--- src/rtl/multicycle_control_fsm_pkg.sv ---
// Shared definitions for the multi-cycle RISC-V control FSM:
// opcode constants, state encoding and datapath mux select codes.
package multicycle_control_fsm_pkg;

  // RV32I major opcodes (inst[6:0])
  localparam logic [6:0] OP_LOAD      = 7'b0000011;
  localparam logic [6:0] OP_STORE     = 7'b0100011;
  localparam logic [6:0] OP_ARITH     = 7'b0110011;
  localparam logic [6:0] OP_ARITH_IMM = 7'b0010011;
  localparam logic [6:0] OP_BRANCH    = 7'b1100011;
  localparam logic [6:0] OP_JAL       = 7'b1101111;
  localparam logic [6:0] OP_JALR      = 7'b1100111;
  localparam logic [6:0] OP_ECALL     = 7'b1110011;

  typedef enum logic [3:0] {
    S_IF       = 4'd0,
    S_ID       = 4'd1,
    S_MEM_ADDR = 4'd2,
    S_MEM_RD   = 4'd3,
    S_MEM_WB   = 4'd4,
    S_MEM_WR   = 4'd5,
    S_EXEC_R   = 4'd6,
    S_EXEC_I   = 4'd7,
    S_ALU_WB   = 4'd8,
    S_BRANCH   = 4'd9,
    S_JAL      = 4'd10,
    S_JALR     = 4'd11,
    S_ECALL    = 4'd12,
    S_HALT     = 4'd13
  } state_t;

  // register write-back source
  localparam logic [1:0] WB_ALUOUT = 2'd0;
  localparam logic [1:0] WB_MDR    = 2'd1;
  localparam logic [1:0] WB_PC     = 2'd2;

  // PC source
  localparam logic [1:0] PCS_ALU    = 2'd0;
  localparam logic [1:0] PCS_ALUOUT = 2'd1;

  // ALU A source
  localparam logic [1:0] SRCA_PC     = 2'd0;
  localparam logic [1:0] SRCA_RS1    = 2'd1;
  localparam logic [1:0] SRCA_OLD_PC = 2'd2;

  // ALU B source
  localparam logic [1:0] SRCB_RS2  = 2'd0;
  localparam logic [1:0] SRCB_FOUR = 2'd1;
  localparam logic [1:0] SRCB_IMM  = 2'd2;

  // ALU control class
  localparam logic [1:0] ALUOP_ADD   = 2'b00;
  localparam logic [1:0] ALUOP_BR    = 2'b01;
  localparam logic [1:0] ALUOP_FUNCT = 2'b10;

endpackage

--- src/rtl/mem_wait_timer.sv ---
// Memory wait-cycle counter with optional timeout.
//   clk, reset : clock, async active-low reset
//   en         : FSM is in a wait state and memory is not ready
//   timeout    : this cycle is the MEM_TIMEOUT-th unserved wait cycle
// The count clears whenever en is low, so every wait state starts from 0.
module mem_wait_timer #(
  parameter int MEM_TIMEOUT = 0,
  parameter int TIMEOUT_W   = 8
) (
  input  logic clk,
  input  logic reset,
  input  logic en,
  output logic timeout
);

  localparam logic [TIMEOUT_W-1:0] CNT_MAX = '1;

  logic [TIMEOUT_W-1:0] count;

  always_ff @(posedge clk or negedge reset) begin
    if (!reset)            count <= '0;
    else if (!en)          count <= '0;
    else if (count != CNT_MAX) count <= count + TIMEOUT_W'(1);
  end

  generate
    if (MEM_TIMEOUT > 0) begin : g_timeout
      // count holds the wait cycles already spent; this one is number count+1
      localparam logic [TIMEOUT_W-1:0] LIMIT = TIMEOUT_W'(MEM_TIMEOUT - 1);
      assign timeout = en && (count >= LIMIT);
    end else begin : g_no_timeout
      assign timeout = 1'b0;
    end
  endgenerate

endmodule

--- src/rtl/multicycle_control_fsm.sv ---
// Control FSM for the multi-cycle RISC-V datapath.
//   inputs : part_of_inst (opcode from IR), mem_ready, bcond, halt_req
//   outputs: PC/memory/IR/regfile enables, mux selects, alu_op,
//            status is_ecall, halted, sticky illegal_inst and mem_err
// Outputs decode the registered state; only IF's ir_write/pc_write
// depend on mem_ready in the same cycle.
module multicycle_control_fsm
  import multicycle_control_fsm_pkg::*;
#(
  parameter int ALU_OP_W      = 2,
  parameter int MEM_TIMEOUT   = 0,
  parameter int TIMEOUT_W     = 8,
  parameter bit ECALL_HALT_EN = 1'b1
) (
  input  logic                clk,
  input  logic                reset,
  input  logic [6:0]          part_of_inst,
  input  logic                mem_ready,
  input  logic                bcond,
  input  logic                halt_req,
  output logic                pc_write,
  output logic                pc_write_cond,
  output logic                i_or_d,
  output logic                mem_read,
  output logic                mem_write,
  output logic                ir_write,
  output logic [1:0]          wb_sel,
  output logic [1:0]          pc_source,
  output logic [ALU_OP_W-1:0] alu_op,
  output logic [1:0]          alu_src_a,
  output logic [1:0]          alu_src_b,
  output logic                reg_write,
  output logic                is_ecall,
  output logic                halted,
  output logic                illegal_inst,
  output logic                mem_err
);

  state_t state;
  logic   waiting, timeout;
  logic   unused_bcond;

  // bcond qualifies pc_write_cond inside the datapath, not here
  assign unused_bcond = bcond;

  assign waiting = (state == S_IF || state == S_MEM_RD || state == S_MEM_WR) && !mem_ready;

  mem_wait_timer #(
    .MEM_TIMEOUT (MEM_TIMEOUT),
    .TIMEOUT_W   (TIMEOUT_W)
  ) u_timer (
    .clk     (clk),
    .reset   (reset),
    .en      (waiting),
    .timeout (timeout)
  );

  always_ff @(posedge clk or negedge reset) begin
    if (!reset) begin
      state        <= S_IF;
      illegal_inst <= 1'b0;
      mem_err      <= 1'b0;
    end else begin
      case (state)
        S_IF: begin
          if (mem_ready) state <= S_ID;
          else if (timeout) begin
            mem_err <= 1'b1;
            state   <= S_HALT;
          end
        end
        S_ID: begin
          case (part_of_inst)
            OP_LOAD, OP_STORE: state <= S_MEM_ADDR;
            OP_ARITH:          state <= S_EXEC_R;
            OP_ARITH_IMM:      state <= S_EXEC_I;
            OP_BRANCH:         state <= S_BRANCH;
            OP_JAL:            state <= S_JAL;
            OP_JALR:           state <= S_JALR;
            OP_ECALL:          state <= S_ECALL;
            default: begin
              illegal_inst <= 1'b1;
              state        <= S_IF;
            end
          endcase
        end
        S_MEM_ADDR: state <= (part_of_inst == OP_LOAD) ? S_MEM_RD : S_MEM_WR;
        S_MEM_RD: begin
          if (mem_ready) state <= S_MEM_WB;
          else if (timeout) begin
            mem_err <= 1'b1;
            state   <= S_HALT;
          end
        end
        S_MEM_WR: begin
          if (mem_ready) state <= S_IF;
          else if (timeout) begin
            mem_err <= 1'b1;
            state   <= S_HALT;
          end
        end
        S_EXEC_R, S_EXEC_I: state <= S_ALU_WB;
        S_ECALL:  state <= (ECALL_HALT_EN && halt_req) ? S_HALT : S_IF;
        S_HALT:   state <= S_HALT;
        default:  state <= S_IF;  // MEM_WB, ALU_WB, BRANCH, JAL, JALR
      endcase
    end
  end

  always_comb begin
    pc_write      = 1'b0;
    pc_write_cond = 1'b0;
    i_or_d        = 1'b0;
    mem_read      = 1'b0;
    mem_write     = 1'b0;
    ir_write      = 1'b0;
    wb_sel        = WB_ALUOUT;
    pc_source     = PCS_ALU;
    alu_op        = ALU_OP_W'(ALUOP_ADD);
    alu_src_a     = SRCA_PC;
    alu_src_b     = SRCB_RS2;
    reg_write     = 1'b0;
    is_ecall      = 1'b0;
    halted        = 1'b0;
    case (state)
      S_IF: begin
        mem_read  = 1'b1;
        alu_src_b = SRCB_FOUR;
        ir_write  = mem_ready;
        pc_write  = mem_ready;
      end
      S_ID: begin
        // precompute old_pc + imm into ALUOut for branch/JAL targets
        alu_src_a = SRCA_OLD_PC;
        alu_src_b = SRCB_IMM;
      end
      S_MEM_ADDR: begin
        alu_src_a = SRCA_RS1;
        alu_src_b = SRCB_IMM;
      end
      S_MEM_RD: begin
        mem_read = 1'b1;
        i_or_d   = 1'b1;
      end
      S_MEM_WB: begin
        reg_write = 1'b1;
        wb_sel    = WB_MDR;
      end
      S_MEM_WR: begin
        mem_write = 1'b1;
        i_or_d    = 1'b1;
      end
      S_EXEC_R: begin
        alu_src_a = SRCA_RS1;
        alu_op    = ALU_OP_W'(ALUOP_FUNCT);
      end
      S_EXEC_I: begin
        alu_src_a = SRCA_RS1;
        alu_src_b = SRCB_IMM;
        alu_op    = ALU_OP_W'(ALUOP_FUNCT);
      end
      S_ALU_WB: reg_write = 1'b1;
      S_BRANCH: begin
        alu_src_a     = SRCA_RS1;
        alu_op        = ALU_OP_W'(ALUOP_BR);
        pc_write_cond = 1'b1;
        pc_source     = PCS_ALUOUT;
      end
      S_JAL: begin
        // PC already holds PC+4 from IF, so it is the link value
        reg_write = 1'b1;
        wb_sel    = WB_PC;
        pc_write  = 1'b1;
        pc_source = PCS_ALUOUT;
      end
      S_JALR: begin
        // rd and PC update on the same edge: rd captures the old PC (PC+4)
        alu_src_a = SRCA_RS1;
        alu_src_b = SRCB_IMM;
        pc_write  = 1'b1;
        reg_write = 1'b1;
        wb_sel    = WB_PC;
      end
      S_ECALL:  is_ecall = 1'b1;
      S_HALT:   halted   = 1'b1;
      default: ;
    endcase
  end

endmodule
--- config.mk ---
export PLATFORM = sky130hd
export DESIGN_NAME = multicycle_control_fsm
export DESIGN_NICKNAME = d
export VERILOG_FILES = /design/src/rtl/multicycle_control_fsm_pkg.sv /design/src/rtl/mem_wait_timer.sv /design/src/rtl/multicycle_control_fsm.sv
export SDC_FILE = /design/constraint.sdc
export NUM_CORES = 1
export LEC_CHECK = 0
export CORE_UTILIZATION = 44
export DETAILED_ROUTE_END_ITERATION = 8
export PLACE_DENSITY = 0.84
export SLEW_MARGIN = 30
export SYNTH_ARGS = -nofsm -noshare
export SYNTH_HDL_FRONTEND = slang
export SYNTH_HIERARCHICAL = 1
export SYNTH_SLANG_ARGS = --single-unit
--- constraint.sdc ---
create_clock -name clk -period 3 [get_ports clk]
set_input_delay 0.6 -clock clk [delete_from_list [all_inputs] [get_ports clk]]
set_output_delay 0.6 -clock clk [all_outputs]
set_load 0.1 [all_outputs]
* After elaboration in Yosys (flattened, before gate mapping)
Index checks and enable logic that the tools add are counted.
** Storage, ports and cells
- Register bits after elaboration :: 5
- Output and inout bits :: 21
- Logic and storage cells :: 61
** Operators by class
- Equal/unequal tests :: 24
- Muxes and demuxes :: 21
- Bitwise operators :: 1
- Reduce and logical (&&, ||, !) cells :: 13
** Operators with widths (count)
- $pmux 4 s8 :: 1
- $eq 7x7->1 const B :: 4
- $pmux 4 s7 :: 1
- $eq 4x4->1 const B :: 6
- $eq 4x3->1 const B :: 4
- $mux 4 :: 4
- $pmux 2 s2 :: 4
- $eq 7x6->1 const B :: 2
- $reduce_or 2->1 :: 6
- $mux 1 :: 9
- $eq 4x2->1 const B :: 2
- $reduce_or 4->1 :: 2
- $reduce_or 8->1 :: 1
- $eq 7x2->1 const B :: 1
- $eq 7x5->1 const B :: 1
- $ne 2x2->1 const B :: 3
- $reduce_or 5->1 :: 1
- $eq 4x1->1 const B :: 1
- $logic_not 4->1 :: 1
- $mux 3 :: 1
- $reduce_and 3->1 :: 1
- $pmux 1 s2 :: 1
- $reduce_and 2->1 :: 1
- $not 1->1 :: 1

* Logic depth before layout (Yosys ltp)
Gate-level depths: netlist of run 1.
- Depth in word-level cells :: 4
- Mapped depth :: 6
- Gate-level depth less buffers :: 4

* Cells and area by module
The synthesis of run 1 kept the hierarchy.
** Modules (own cells, without submodules)
- multicycle_control_fsm :: times used 1, cells an instance 98, area an instance 719.4 sq um, sequential area each 150.1 sq um
- mem_wait_timer :: times used 1, cells an instance 2, area an instance 11.3 sq um, sequential area each 0.0 sq um

* Worst setup path after synthesis of run 1
OpenSTA, ideal clock, no wires.
- Path kind :: register -> output
- From :: reg state[0]
- To :: out pc_write
- Arrival :: 4.103 ns
- Path slack :: -1.703 ns
- Stages on the path, launching flop included :: 5
- Cell sequence :: dfrtp_1 > buf_2 > nor4_2 > and2_1 > nand2b_1
** Between the ends
- Longest elaborated chain between the ends :: 3
- Elaborated cells on any way between the ends :: 5
** RTL lines
- from (decl) :: line multicycle_control_fsm.sv:39 : state_t state;
- from (signal assigned) :: line multicycle_control_fsm.sv:87 : S_MEM_ADDR: state <= (part_of_inst == OP_LOAD) ? S_MEM_RD : S_MEM_WR;
- from (signal assigned) :: line multicycle_control_fsm.sv:103 : S_ECALL: state <= (ECALL_HALT_EN && halt_req) ? S_HALT : S_IF;
- $eq 4x4->1 :: line multicycle_control_fsm.sv:125 : case (state)
- $reduce_or 2->1 (no line)
- $pmux 1 s2 * :: line multicycle_control_fsm.sv:125
- to (decl) :: line multicycle_control_fsm.sv:21 : output logic pc_write,
Mark *: on every way between the ends. The rest lies on a longest branch, timed or not.

* Final worst setup path of run 1
- From :: reg state[2]
- To :: out alu_src_b[1]
** Between the ends
- Longest elaborated chain between the ends :: 3
- Elaborated cells on any way between the ends :: 7
** RTL lines
- $eq 4x4->1, or another cell as far along :: line multicycle_control_fsm.sv:125
- $reduce_or 4->1 (no line)
- $pmux 2 s2 * :: line multicycle_control_fsm.sv:125
- to (decl) :: line multicycle_control_fsm.sv:31 : output logic [1:0] alu_src_b,
Marks and branches as above.

==> metrics.cfg, run 1 <==
[yosys]
synth.net_count = 111
postSynthAreaPerCell_um2 = 7.305
syn_inst = 99
synth_area_um2 = 723.2
yosysWarnings = 6

[run_status]
status = completed

[die]
dieArea_um2 = 1810
rows = 14
die_w_um = 42.54
core_region_area_um2 = 1524
die_height_um = 42.54
start_util_pct = 47.45
ios = 33

[flow_run]
maxCapViolations = 0

[drt]
drc_errors = 0
first_iter_violations = 28
wl_um = 1665
ant_nets = 0
wl_per_cell_um = 11.98
vias_per_cell = 5.561
dr_total_vias = 773
first_pass_iters = 6

[sta]
period_minus_slack_ns = 2.480
worstMarginPinSlew_ns = 0.7136
finalHoldViolCount = 0
rsz0062_at_grt = no
totalNegativeSetupSlack_ns = 0
fin_ws_ns = 0.5201
period_share_pct = 82.66
relSlewSlack_pct = 52.42
max_freq_mhz = 403.2
drv_slew = 0
finalSetupViolCount = 0
finalClockSkew_ns = 0.008740

[global_routing]
grt_busiest_layer = met2
grt_overflow = 0
grt_antenna_before_repair = 0
met1_usage_pct = 28.50
grt_pass1_vias = 648
gr-usage-met2_pct = 30.15
grt_util_met3_pct = 3.879
grt_max_degree = 20
grt_pass1_wl_um = 2849
grtUsageTotal_pct = 20.43

[clocking]
post_cts_resize_count = 0
clk_latency_ns = 0.25
cts_hold_buf = 0
cts_buffers = 3
cts.sinks = 6
post-cts-setup-buffers = 0
htree_levels = 1
path_clk_slew_ns = 0.04
ctsLongestPathBuffers = 2
cts_root_buf = clkbuf_4
cts_tree = done

[setup_path]
rrSetupSlack_ns = 1.30
worstSetupStartpointType = flop
cp-end-kind = output pin
crit_path_start = state[2]$_DFF_PN0_
crit_family = flip-flops
required_ns = 2.40
critical_path_arrival_ns = 1.88
slowest_stage = dfrtp_1
r2r_start = state[1]$_DFF_PN0_
critical_path.max_fanout = 18
critPathKind = flop to output pin
cp_cell_sequence = nand2_1 > and3_1 > o21ai_1 > buf_4
critical-path-max-stage-delay_ns = 0.73
path_buf_inv = 1

[final_layout]
layout.area.seq_um2 = 150.1
areaGrowthSynthToFinish_pct = 38.58
num-nets-final = 137
drive_above_1_share_pct = 26.02
final_cell_mix = buf_4, nor2_1, clkdlybuf4s50_1, nand2_1
final_common_cell = buf_4
multi_input_area_um2 = 526.8
num_antenna_cells = 0
nFillCells = 135

[placement]
pre_cts_ws_ns = 0.7071
gp_congestion = 0.7786
place_hpwl_um = 1272
port_buffers = 30

[min_path]
min-delay-start = mem_err$_DFFE_PN0P_
holdCritPathClass = flop to flop

## state kept, by name, summed over array words and instances, names as in the netlist
register	flops
state	4
illegal_inst	1
mem_err	1
## area by class of cell
class | count | area share, %
Multi-Input combinational cell | 82 | 52.56
Tap cell | 16 | 1.998
Clock buffer | 3 | 2.247
Timing Repair Buffer | 30 | 27.47
Sequential cell | 6 | 14.98
Inverter | 2 | 0.7491
## metal layers
| layer | routed length, µm | part of all wire [%] | vias up |
|---|---|---|---|
| li1 | - | - | 402 |
| met1 | 782 | 47 | 342 |
| met2 | 789 | 47 | 24 |
| met3 | 63 | 3.8 | 5 |
| met4 | 30 | 1.8 | 0 |
| met5 | 0 | 0 | - |
## through the flow
stage	util, %	area [µm²]	hold WS (ns)	instances
CTS	65.76	1002	0.4724	139
global placement	64.29	979.7	0.4503	136
detailed placement	64.29	979.7	0.4628	136
global route	65.76	1002	0.4889	139
floorplan	-	745.7	0.3044	99
finish	65.76	1002	0.4651	139
## final timing paths
check / end / depth (start not counted)
setup / recovery: alu_src_b[1] / 4
max in group asynchronous: state[2]$_DFF_PN0_ / 1
setup reg to reg: state[2]$_DFF_PN0_ / 4
hold / removal: mem_err$_DFFE_PN0P_ / 1
min in group asynchronous: state[1]$_DFF_PN0_ / 1
hold reg to reg: mem_err$_DFFE_PN0P_ / 1
Power of run 1 is not shown: default switching activity piles up to over one toggle a cycle in this logic, so the estimate is an artifact.
==> run 2: changes to the inputs <==
--- a/config.mk
+++ b/config.mk
@@ -5,9 +5,9 @@
 export SDC_FILE = /design/constraint.sdc
 export NUM_CORES = 1
 export LEC_CHECK = 0
-export CORE_UTILIZATION = 44
+export CORE_UTILIZATION = 37
 export DETAILED_ROUTE_END_ITERATION = 8
-export PLACE_DENSITY = 0.84
+export PLACE_DENSITY = 0.75
 export SLEW_MARGIN = 30
 export SYNTH_ARGS = -nofsm -noshare
 export SYNTH_HDL_FRONTEND = slang
==> constraint.sdc (replaced) <==
create_clock -name clk -period 2 [get_ports clk]
set_input_delay 0.4 -clock clk [delete_from_list [all_inputs] [get_ports clk]]
set_output_delay 0.4 -clock clk [all_outputs]
set_load 0.1 [all_outputs]
==> metrics.cfg, run 2 (synthesis results as in run 1) <==
[clocking]
cts.sinks = 6  ; unchanged
ctsLongestPathBuffers = 2  ; unchanged
cts_buffers = 3  ; unchanged
cts_tree = done
path_clk_slew_ns = 0.05  ; about the same
htree_levels = 1  ; unchanged
clk_latency_ns = 0.26  ; about the same
cts_root_buf = clkbuf_4

[drt]
first_iter_violations = 21  ; -25%
first_pass_iters = 4  ; -2
wl_per_cell_um = 14.09  ; +18%
wl_um = 2409  ; +45%
ant_nets = 0  ; unchanged
drc_errors = 0  ; unchanged
dr_total_vias = 901  ; +17%
vias_per_cell = 5.269  ; -5.3%

[die]
dieArea_um2 = 2135  ; +18%
die_height_um = 46.21  ; +8.6%
die_w_um = 46.21  ; +8.6%
core_region_area_um2 = 1783  ; +17%
start_util_pct = 40.56  ; -6.9 points
ios = 33  ; unchanged
rows = 15  ; +1

[final_layout]
largest-register = state
reg_top3 = state x4, illegal_inst x1, mem_err x1
areaGrowthSynthToFinish_pct = 105.7
final_common_cell = buf_4
final_area_um2 = 1488  ; +48%
drive_above_1_share_pct = 47.95  ; +22 points
num_antenna_cells = 0  ; unchanged
final_cell_mix = buf_4, buf_12, clkdlybuf4s50_1, nor2_1, nand2_1
num-nets-final = 159  ; +16%
nFillCells = 95  ; -30%
largest_reg_flops = 4  ; unchanged

[setup_path]
slowest_stage = dfrtp_2
crit_family = simple AND/OR/NAND/NOR gates
critical_path.max_fanout = 6  ; -12
cp-end-kind = output pin
required_ns = 1.60  ; -0.80 ns
critPathKind = flop to output pin
worstSetupStartpointType = flop
critical_path_arrival_ns = 1.55  ; -0.33 ns
path_buf_inv = 1  ; unchanged
critical-path-max-stage-delay_ns = 0.46  ; -0.27 ns
rrSetupSlack_ns = 0.29  ; -1.01 ns
cp_cell_sequence = nor4_4 > and2_4 > nand2b_4 > buf_12

[placement]
placed_area_um2 = 1368  ; +40%
gp_congestion = 0.9052  ; +16%
place_hpwl_um = 1831  ; +44%
port_buffers = 30  ; unchanged

[flow_run]
maxCapViolations = 0  ; unchanged

[power_and_ir_drop]
switching_share_pct = 57.77
p_per_area_nw_per_um2 = 1739
irDropWorstVdd_mv = 1.292
power.switching_w = 0.001494
seq_power_share_pct = 8.6
cellInternalPower_w = 0.001092
p_leak_nw = 0.5977
pwr-share-comb_pct = 86.5
p_clk_share_pct = 4.9

[run_status]
status = completed

[sta]
period_share_pct = 97.30
finalHoldViolCount = 0  ; unchanged
finalSetupViolCount = 0  ; unchanged
period_minus_slack_ns = 1.946
finalClockSkew_ns = 0.005305  ; -0.003435 ns
max_freq_mhz = 513.9
hold_ws_ns = 0.3771  ; -0.08794 ns
drv_slew = 0  ; unchanged

[global_routing]
grt_pass1_vias = 855  ; +32%
grt_overflow = 0  ; unchanged
grtUsageTotal_pct = 25.45  ; +5.0 points
grt_max_degree = 16  ; -20%
grt_antenna_before_repair = 0  ; unchanged
grt_pass1_wl_um = 3815  ; +34%

[min_path]
holdCritPathClass = input pin to async pin

[run 2: cell types whose count changed in the layout (fill, tap and decap cells not counted), moves of 2 or more]
cell | previous run | this run
nor3_4 | 0 | 2
dfrtp_1 | 6 | 2
o21ai_0 | 3 | 1
buf_4 | 18 | 23
buf_12 | 2 | 18
dfrtp_2 | 0 | 4
o21ai_4 | 0 | 3
nor2_1 | 14 | 9
nor2_4 | 0 | 4
[run 2: per-stage QoR]
| stage | util (%) | TNS (ns) | instances | worst slack (ns) | power [W] |
|---|---|---|---|---|---|
| after global routing | 83.44 | -0.007804 | 171 | -0.007804 | 0.002687 |
| after CTS | 80.07 | 0 | 163 | 0.01142 | 0.002502 |
| after global placement | 76.70 | 0 | 155 | 0.1526 | 0.002291 |
| final | 83.44 | 0 | 171 | 0.05398 | 0.002587 |
| after detailed placement | 76.70 | 0 | 155 | 0.1315 | 0.002327 |
| after floorplan | - | -3.560 | 99 | -1.026 | 0.001633 |
[run 2: timing repair]
item	4_1_cts	5_1_grt
gates resized for setup	3	3
buffers inserted	4	8
setup endpoints to repair	12	6
pin swaps	2	3
hold buffers	0	0
[run 2: area by class of cell]
cell class | count | area (µm²) | area share (%)
Inverter | 2 | 7.507 | 0.5046
Tap cell | 25 | 31.28 | 2.103
Clock buffer | 4 | 26.28 | 1.766
Timing Repair Buffer | 52 | 638.1 | 42.89
Sequential cell | 6 | 155.1 | 10.43
Multi-Input combinational cell | 82 | 629.4 | 42.30
[run 2: power groups by stage]
stage,logic [W],clock network [W],registers [W]
finish,0.00224,0.000126,0.000223
global route,0.00232,0.000135,0.000227
CTS,0.00215,0.000126,0.000228
detailed placement,0.00207,0,0.000254
global placement,0.00204,0,0.000249
floorplan,0.00146,0,0.000170
[run 2: path summary, 6_finish.rpt]
| kind | start | endpoint | depth (start not counted) |
|---|---|---|---|
| max | state[3]$_DFF_PN0_ | pc_write | 4 |
| min | reset | mem_err$_DFFE_PN0P_ | 1 |
| max reg2reg | state[1]$_DFF_PN0_ | state[0]$_DFF_PN0_ | 6 |
| min reg2reg | mem_err$_DFFE_PN0P_ | mem_err$_DFFE_PN0P_ | 1 |
| max in group asynchronous | reset | state[2]$_DFF_PN0_ | 1 |
| min in group clk | mem_err$_DFFE_PN0P_ | mem_err$_DFFE_PN0P_ | 1 |
[run 2: metal layers]
metal,wire [µm],vias up,GRT usage [%]
li1,-,441,-
met1,965,425,29.36
met2,1341,28,45.07
met3,62,7,5.098
met4,39,0,10.59
met5,0,-,0
Power figures use the tool's default switching activity.
